## src/rtl/aes_link_pkg.sv

```systemverilog
// Shared definitions for the AES UART frame link.
//   CMD_*    : command bytes accepted after the SYNC0/SYNC1 header
//   ACK/NAK  : default status bytes
//   link_state_t : main FSM state, also exported on the debug 'state' port
//   tx_req_t : request from the frame FSM to the TX serializer
package aes_link_pkg;

    localparam logic [7:0] CMD_KEY = 8'h4B;
    localparam logic [7:0] CMD_ENC = 8'h45;
    localparam logic [7:0] CMD_DEC = 8'h44;
    localparam logic [7:0] ACK_DEF = 8'h06;
    localparam logic [7:0] NAK_DEF = 8'h15;

    typedef enum logic [3:0] {
        ST_HUNT     = 4'd0,
        ST_SYNC     = 4'd1,
        ST_CMD      = 4'd2,
        ST_PAYLOAD  = 4'd3,
        ST_KEYWAIT  = 4'd4,
        ST_COREWAIT = 4'd5,
        ST_SEND     = 4'd6
    } link_state_t;

    // go: 1-cycle start; with_res: append the result block after the status byte
    typedef struct packed {
        logic       go;
        logic [7:0] status;
        logic       with_res;
    } tx_req_t;

    function automatic logic is_cmd(input logic [7:0] b);
        return (b == CMD_KEY) || (b == CMD_ENC) || (b == CMD_DEC);
    endfunction

endpackage

```

## src/rtl/aes_link_tx_ser.sv

```systemverilog
// Reply serializer: latches a status byte (and optionally a result block) on
// req.go, then plays the bytes out one at a time over the UART handshake.
//   sys_clk, rst_n : clock, async active-low reset
//   req            : start pulse, status byte, result-present flag
//   res            : result block, sampled on req.go when with_res is set
//   tx_done        : UART finished the current byte
//   tx_start       : 1-cycle send strobe, one cycle after req.go / tx_done
//   tx_data        : byte at the current index (0 = status, then MSB first)
//   done           : 1-cycle pulse after the last byte's tx_done
module aes_link_tx_ser
    import aes_link_pkg::*;
#(
    parameter int BLOCK_BYTES = 16
) (
    input  logic                     sys_clk,
    input  logic                     rst_n,
    input  tx_req_t                  req,
    input  logic [8*BLOCK_BYTES-1:0] res,
    input  logic                     tx_done,
    output logic                     tx_start,
    output logic [7:0]               tx_data,
    output logic                     done
);

    localparam int IW = $clog2(BLOCK_BYTES + 1);
    localparam logic [IW-1:0] RES_LAST = IW'(BLOCK_BYTES);

    logic                     busy;
    logic [IW-1:0]            idx;
    logic [IW-1:0]            last;
    logic [7:0]               status;
    logic [8*BLOCK_BYTES-1:0] rbuf;

    always_ff @(posedge sys_clk or negedge rst_n) begin
        if (!rst_n) begin
            busy     <= 1'b0;
            idx      <= '0;
            last     <= '0;
            status   <= '0;
            rbuf     <= '0;
            tx_start <= 1'b0;
            done     <= 1'b0;
        end else begin
            tx_start <= 1'b0;
            done     <= 1'b0;
            if (req.go) begin
                busy     <= 1'b1;
                idx      <= '0;
                status   <= req.status;
                last     <= req.with_res ? RES_LAST : '0;
                if (req.with_res) rbuf <= res;
                tx_start <= 1'b1;
            end else if (busy && tx_done) begin
                if (idx == last) begin
                    busy <= 1'b0;
                    done <= 1'b1;
                end else begin
                    // index moves together with the next tx_start, so tx_data
                    // holds steady for the whole byte
                    idx      <= idx + IW'(1);
                    tx_start <= 1'b1;
                end
            end
        end
    end

    always_comb begin
        tx_data = status;
        for (int i = 0; i < BLOCK_BYTES; i++)
            if (idx == IW'(i + 1)) tx_data = rbuf[8*(BLOCK_BYTES-1-i) +: 8];
    end

endmodule

```

## src/rtl/aes_uart_frame_link.sv

```systemverilog
// UART byte-stream front end for the AES core.
// Parses SYNC0 SYNC1 CMD PAYLOAD[BLOCK_BYTES], issues key load / encrypt /
// decrypt to the core and replies with ACK/NAK plus the result block.
//   sys_clk, rst_n         : clock, async active-low reset
//   rx_valid, rx_data      : received byte strobe and data
//   tx_start, tx_data      : reply byte strobe and data; tx_done from the UART
//   core_kld, core_ld      : 1-cycle key / data load strobes
//   core_dec               : 1 = decrypt, valid with core_ld
//   core_key, core_text_in : payload block, byte 0 in the MSBs
//   core_kdone, core_done  : core completion strobes; core_text_out = result
//   key_valid              : a key has been loaded since reset
//   frame_err              : pulse on timeout, bad command, data before key
//   drop_cnt               : saturating count of bytes ignored while busy
//   state                  : FSM state for debug
module aes_uart_frame_link
    import aes_link_pkg::*;
#(
    parameter int         BLOCK_BYTES = 16,
    parameter logic [7:0] SYNC0       = 8'hA5,
    parameter logic [7:0] SYNC1       = 8'h5A,
    parameter int         TIMEOUT_CYC = 1_000_000,
    parameter logic [7:0] ACK         = ACK_DEF,
    parameter logic [7:0] NAK         = NAK_DEF
) (
    input  logic                     sys_clk,
    input  logic                     rst_n,
    input  logic                     rx_valid,
    input  logic [7:0]               rx_data,
    output logic                     tx_start,
    output logic [7:0]               tx_data,
    input  logic                     tx_done,
    output logic                     core_kld,
    output logic                     core_ld,
    output logic                     core_dec,
    output logic [8*BLOCK_BYTES-1:0] core_key,
    output logic [8*BLOCK_BYTES-1:0] core_text_in,
    input  logic                     core_kdone,
    input  logic                     core_done,
    input  logic [8*BLOCK_BYTES-1:0] core_text_out,
    output logic                     key_valid,
    output logic                     frame_err,
    output logic [7:0]               drop_cnt,
    output logic [3:0]               state
);

    localparam int BW = 8 * BLOCK_BYTES;
    localparam int CW = $clog2(BLOCK_BYTES + 1);
    localparam logic [CW-1:0] LAST_BYTE = CW'(BLOCK_BYTES - 1);
    localparam logic [23:0]   TO_LAST   = 24'(TIMEOUT_CYC - 1);

    link_state_t st_q, st_d;
    logic [CW-1:0] bcnt;
    logic [7:0]    cmd;
    logic [BW-1:0] blk;
    logic [23:0]   tcnt;
    logic          kld_d, ld_d, err_d;
    logic          in_frame, busy_st, to_hit;
    logic          ser_done;
    tx_req_t       req;

    assign in_frame = st_q inside {ST_SYNC, ST_CMD, ST_PAYLOAD};
    assign busy_st  = st_q inside {ST_KEYWAIT, ST_COREWAIT, ST_SEND};
    // a byte arriving on the terminal count wins over the timeout
    assign to_hit   = in_frame && !rx_valid && (tcnt == TO_LAST);

    always_comb begin
        st_d  = st_q;
        kld_d = 1'b0;
        ld_d  = 1'b0;
        err_d = 1'b0;
        req   = '0;
        if (to_hit) begin
            err_d = 1'b1;
            st_d  = ST_HUNT;
        end else begin
            case (st_q)
                ST_HUNT:
                    if (rx_valid && rx_data == SYNC0) st_d = ST_SYNC;
                ST_SYNC:
                    if (rx_valid) begin
                        if (rx_data == SYNC1)      st_d = ST_CMD;
                        else if (rx_data != SYNC0) st_d = ST_HUNT;
                    end
                ST_CMD:
                    if (rx_valid) begin
                        if (is_cmd(rx_data)) begin
                            st_d = ST_PAYLOAD;
                        end else begin
                            err_d      = 1'b1;
                            req.go     = 1'b1;
                            req.status = NAK;
                            st_d       = ST_SEND;
                        end
                    end
                ST_PAYLOAD:
                    if (rx_valid && bcnt == LAST_BYTE) begin
                        if (cmd == CMD_KEY) begin
                            kld_d = 1'b1;
                            st_d  = ST_KEYWAIT;
                        end else if (key_valid) begin
                            ld_d = 1'b1;
                            st_d = ST_COREWAIT;
                        end else begin
                            err_d      = 1'b1;
                            req.go     = 1'b1;
                            req.status = NAK;
                            st_d       = ST_SEND;
                        end
                    end
                ST_KEYWAIT:
                    if (core_kdone) begin
                        req.go     = 1'b1;
                        req.status = ACK;
                        st_d       = ST_SEND;
                    end
                ST_COREWAIT:
                    // the serializer samples core_text_out in this same cycle
                    if (core_done) begin
                        req.go       = 1'b1;
                        req.status   = ACK;
                        req.with_res = 1'b1;
                        st_d         = ST_SEND;
                    end
                ST_SEND:
                    if (ser_done) st_d = ST_HUNT;
                default:
                    st_d = ST_HUNT;
            endcase
        end
    end

    always_ff @(posedge sys_clk or negedge rst_n) begin
        if (!rst_n) begin
            st_q      <= ST_HUNT;
            bcnt      <= '0;
            cmd       <= '0;
            blk       <= '0;
            tcnt      <= '0;
            key_valid <= 1'b0;
            drop_cnt  <= '0;
            core_kld  <= 1'b0;
            core_ld   <= 1'b0;
            core_dec  <= 1'b0;
            frame_err <= 1'b0;
        end else begin
            st_q      <= st_d;
            core_kld  <= kld_d;
            core_ld   <= ld_d;
            frame_err <= err_d;
            tcnt      <= (in_frame && !rx_valid && !to_hit) ? tcnt + 24'd1 : '0;
            if (st_q == ST_CMD && rx_valid) begin
                cmd  <= rx_data;
                bcnt <= '0;
            end
            // blk only shifts in PAYLOAD, so it stays frozen while the core
            // and the reply are in flight
            if (st_q == ST_PAYLOAD && rx_valid) begin
                blk  <= BW'({blk, rx_data});
                bcnt <= bcnt + CW'(1);
            end
            if (ld_d) core_dec <= (cmd == CMD_DEC);
            if (kld_d)
                key_valid <= 1'b0;
            else if (st_q == ST_KEYWAIT && core_kdone)
                key_valid <= 1'b1;
            if (busy_st && rx_valid && drop_cnt != 8'hFF)
                drop_cnt <= drop_cnt + 8'd1;
        end
    end

    assign state        = st_q;
    assign core_key     = blk;
    assign core_text_in = blk;

    aes_link_tx_ser #(
        .BLOCK_BYTES (BLOCK_BYTES)
    ) u_tx_ser (
        .sys_clk  (sys_clk),
        .rst_n    (rst_n),
        .req      (req),
        .res      (core_text_out),
        .tx_done  (tx_done),
        .tx_start (tx_start),
        .tx_data  (tx_data),
        .done     (ser_done)
    );

endmodule

```

## config.mk

```make
export PLATFORM = sky130hd
export DESIGN_NAME = aes_uart_frame_link
export DESIGN_NICKNAME = d
export VERILOG_FILES = /design/src/rtl/aes_link_pkg.sv /design/src/rtl/aes_link_tx_ser.sv /design/src/rtl/aes_uart_frame_link.sv
export SDC_FILE = /design/constraint.sdc
export NUM_CORES = 1
export LEC_CHECK = 0
export BUFFER_PORTS_ARGS = -buffer_cell sky130_fd_sc_hd__buf_2
export CORE_UTILIZATION = 48
export DETAILED_ROUTE_END_ITERATION = 10
export HOLD_SLACK_MARGIN = 0.08
export PLACE_DENSITY = 0.77
export SLEW_MARGIN = 20
export SYNTH_ARGS = -nofsm -noshare
export SYNTH_HDL_FRONTEND = slang
export SYNTH_SLANG_ARGS = --single-unit
```

## constraint.sdc

```tcl
create_clock -name sys_clk -period 2.89 [get_ports sys_clk]
set_input_delay 0.867 -clock sys_clk [delete_from_list [all_inputs] [get_ports sys_clk]]
set_output_delay 0.867 -clock sys_clk [all_outputs]
set_load 0.05 [all_outputs]
```

==> results.txt <==
----------------------------------------------------
[STA]
  Total of endpoints with negative setup slack in the final report ... 8
  Slew at the pin closest to its max-slew limit ... 0.505 ns
  Unrepaired setup endpoints after global routing ... true
  Slew margin rel. ... 65.9%
  Final worst path period share ... 129%
  Max-slew violation count ... 0
  Final setup slack of the worst path ... -0.836 ns
  Clock tree skew after final layout ... 0.0137 ns
  Fmax ... 268 MHz
  Final-report hold violation count ... 0
  Time the final worst path needs with I/O delays and setup ... 3.73 ns

[Critical path]
  Kind of end point of the critical path ... primary output
  CP Class ... reg2out
  Largest fanout of any net on the critical path ... 5
  Worst R2R Start ... state[2]
  Cell count of the worst reg-to-reg path ... 5
  Data required time of the critical path ... 2.02 ns
  End of the worst register-to-register path ... u_tx_ser.rbuf[27]
  Crit path arrival time ... 2.86 ns
  Reg2reg setup slack ... 0.55 ns
  Startpoint class of the critical path ... flop
  Origin of the worst setup path ... u_tx_ser.idx[0]

[Yosys]
  Syn_nets ... 1,701
  Adder-Cell Fraction of Synth Area ... 0.977%
  Most instantiated flip-flop cell in the synthesis netlist ... sky130_fd_sc_hd__dfrtp_1
  Largest area contributor in the netlist ... sky130_fd_sc_hd__dfrtp_1
  Register bit total from synthesis ... 321
  Number of synthesis warnings ... 0
  Fraction of post-synthesis cell area in the top cell type by area ... 52.3%
  Mapped Cells ... 1,547
  Synth Area per Inst ... 9.93 um2
  XOR/XNOR Fraction of Synth Area ... 1.88%
  Fraction of synthesized area in multiplexers ... 10.0%
  Distinct cell type count of the synthesized netlist ... 80
  Synth top area cells ... sky130_fd_sc_hd__dfrtp_1, sky130_fd_sc_hd__nand2_1, sky130_fd_sc_hd__buf_4, sky130_fd_sc_hd__mux2_2, sky130_fd_sc_hd__mux2_1
  Fraction of registers with async set or reset after synthesis ... 100%
  Post-synthesis cell area ... 15,400 um2
  Dominant combinational cell family by area after synthesis ... simple AND/OR/NAND/NOR gates
  Post-synthesis simple-gate area fraction ... 18.5%
  Number of enable-type register cells in the synthesized netlist ... 0
  Portion of the post-synthesis area used by sequential elements ... 52.3%
  Compound-Gate Fraction of Synth Area ... 7.11%

[Place]
  DP Area ... 17,800 um2
  Detailed-placement wirelength estimate ... 31,900 um
  Routability-driven placement congestion ratio ... 0.962
  Number of I/O port buffers ... 422
  Cell total after placement ... 2,277

[Floorplan]
  Die area ... 32,700 um2
  Initial core utilization ... 48.7%
  Number of ports placed on the die boundary ... 424
  Site Rows ... 65
  Die X ... 181 um
  Die height ... 181 um
  Core area ... 31,600 um2

[Status]
  Failing checks ... setup timing
  Result of the run ... finished, violations left

[Route]
  Average routed wire per standard cell ... 18.5 um
  First DRT Iteration DRCs ... 886
  Pre-antenna DRT Iters ... 5
  Count of unresolved DRC violations after routing ... 0
  Vias post-DR ... 12,600
  Vias per cell ... 5.36
  Remaining number of nets flagged by the antenna check after routing ... 0
  Routed wire length ... 43,400 um

[Power]
  Part of the total power dissipated in combinational logic ... 41.9%
  PD cells ... 985 nW/um2
  Internal power ... 11,400 uW
  Leakage component of the power ... 0.0104 uW
  Sequential share of power ... 34.7%
  Peak supply drop ... 0.000766 V
  Switching share of total power ... 40.3%
  Psw ... 7690 uW
  Clock share of power ... 23.4%

[Layout]
  Filler cells ... 2,604
  Share of final-layout standard cells stronger than drive strength 1 ... 39.2%
  ANT cells ... 0
  Final Instance Count excl. Fillers ... 2,353
  Non-Filler Cell Area, Final ... 19,400 um2
  Leading cell type in the layout, fill and taps excluded ... sky130_fd_sc_hd__nand2_1
  Nets@finish ... 2,084
  Top library cells by usage in the layout, fill and taps aside ... sky130_fd_sc_hd__nand2_1, sky130_fd_sc_hd__buf_2, sky130_fd_sc_hd__dfrtp_1, sky130_fd_sc_hd__buf_4, sky130_fd_sc_hd__mux2_2
  Layout overhead on the synthesized area ... 26.2%

[CTS]
  Longest Clk Path Bufs ... 3
  Clock network latency to the later pin of the worst-skew pair ... 0.51 ns
  Post-cts hold buffer count ... 0
  Cell at the root of the clock tree ... sky130_fd_sc_hd__clkbuf_16
  CTS tree ... yes
  Number of CTS-inserted buffers ... 36
  CTS Sinks ... 321
  Clock transition at the registers of the reported paths ... 0.06 ns
  Depth of the CTS H-tree ... 2

[Global routing]
  Antenna violations before repair ... 2
  Aggregate global routing overflow ... 0
  Global-route wire length before repair ... 66,500 um
  Overall fraction of global-route tracks in use ... 25.8%
  Vias in the first global route ... 12,000
  Pin count of the biggest net entering global routing ... 110

[Flow run]
  Number of maximum-capacitance violations ... 0

[Hold path]
  Min-delay worst type ... in2async

----------------------------------------------------
flip-flops by register name, indices dropped and copies added (netlist names), 3 cells and up:
signal	flops
state	3
tcnt	24
u_tx_ser.rbuf	128
cmd	8
bcnt	5
drop_cnt	8
u_tx_ser.status	3
core_key	128
u_tx_ser.idx	5
cell families (layout without fill, tap and decap cells):
family          count (synthesis)  after routing
buf+inv                       235            639
mux                           137            137
flops                         321            321
simple gates                  639            639
compound gates                169            169
xor+xnor                       33             33
fa+ha+maj                      12             12
other cells                     1              1
critical path, cell delays in order (launching register included):
cell and delay [ns]:
sky130_fd_sc_hd__dfrtp_1 0.40, sky130_fd_sc_hd__buf_6 0.12, sky130_fd_sc_hd__ha_4 0.16, sky130_fd_sc_hd__buf_6 0.12, sky130_fd_sc_hd__nand4bb_1 0.12, sky130_fd_sc_hd__and2_4 0.16
sky130_fd_sc_hd__a221o_1 0.33, sky130_fd_sc_hd__a211oi_4 0.27, sky130_fd_sc_hd__o22ai_2 0.12, sky130_fd_sc_hd__a221o_2 0.38, sky130_fd_sc_hd__buf_8 0.16
metrics by stage:
step / TNS [ns] / total power (uW) / utilization (%) / worst slack, ns / hold slack [ns]
global placement: -2.75 / 13700 / 56.3 / -0.407 / 0.457
global route: -6.73 / 19900 / 61.5 / -0.931 / 0.330
floorplan: -0.390 / 11600 / - / -0.206 / 0.433
CTS: -5.91 / 18900 / 60.9 / -0.829 / 0.297
detailed placement: -2.91 / 13800 / 56.3 / -0.444 / 0.473
finish: -6.05 / 19100 / 61.5 / -0.836 / 0.300
what timing repair did:
item                                   CTS  global route
setup buffers                           12             6
resized for setup                       55            30
pin swaps                               10            23
endpoints found under the hold margin    0             0
setup endpoints to repair                8             8
cell type report:
class                   count  area, um2  area share, %
clock buffers              50       1040           5.39
clock inverters             9        108          0.555
inverters                  31        119          0.613
multi-input cells         991       6320           32.6
flip-flops and latches    321       8030           41.4
well taps                 402        503           2.59
repair buffers            549       3270           16.8
metal layers:
layer / part of all wire, % / global-route usage, % / routed length (um)
met5: 0.030 / 0 / 13
met4: 2.9 / 8.72 / 1270
met3: 6.2 / 4.62 / 2680
met2: 47 / 41.5 / 20600
met1: 43 / 35.3 / 18900
synth_stat cells, drive strengths merged (6+ instances only):
cell type,count
o21ai,42
and3,9
inv,31
mux2,132
xnor2,19
and2,6
nand4,7
nand3,28
xor2,14
o211ai,7
nor2,67
nor2b,9
buf,163
or3,9
a21oi,45
a211oi,6
nand2,446
o22ai,12
dfrtp,321
ha,12
clkbuf,41
nor3,15
power groups by stage:
stage	registers, uW	logic [uW]	clock network [uW]
after floorplan	7060	4540	0
after global placement	6630	7050	0
after detailed placement	6660	7180	0
after CTS	6610	7710	4560
after global routing	6730	8460	4740
final	6630	8000	4460
how the worst max path moves through the flow:
stage,slack (ns),end,cells after the start
finish,-0.84,tx_data[5],10
global route,-0.93,tx_data[5],11
CTS,-0.83,tx_data[5],10
detailed placement,-0.44,tx_data[6],10
global placement,-0.41,tx_data[3],11
floorplan,-0.21,tx_data[6],9
Power figures use the tool's default switching activity.
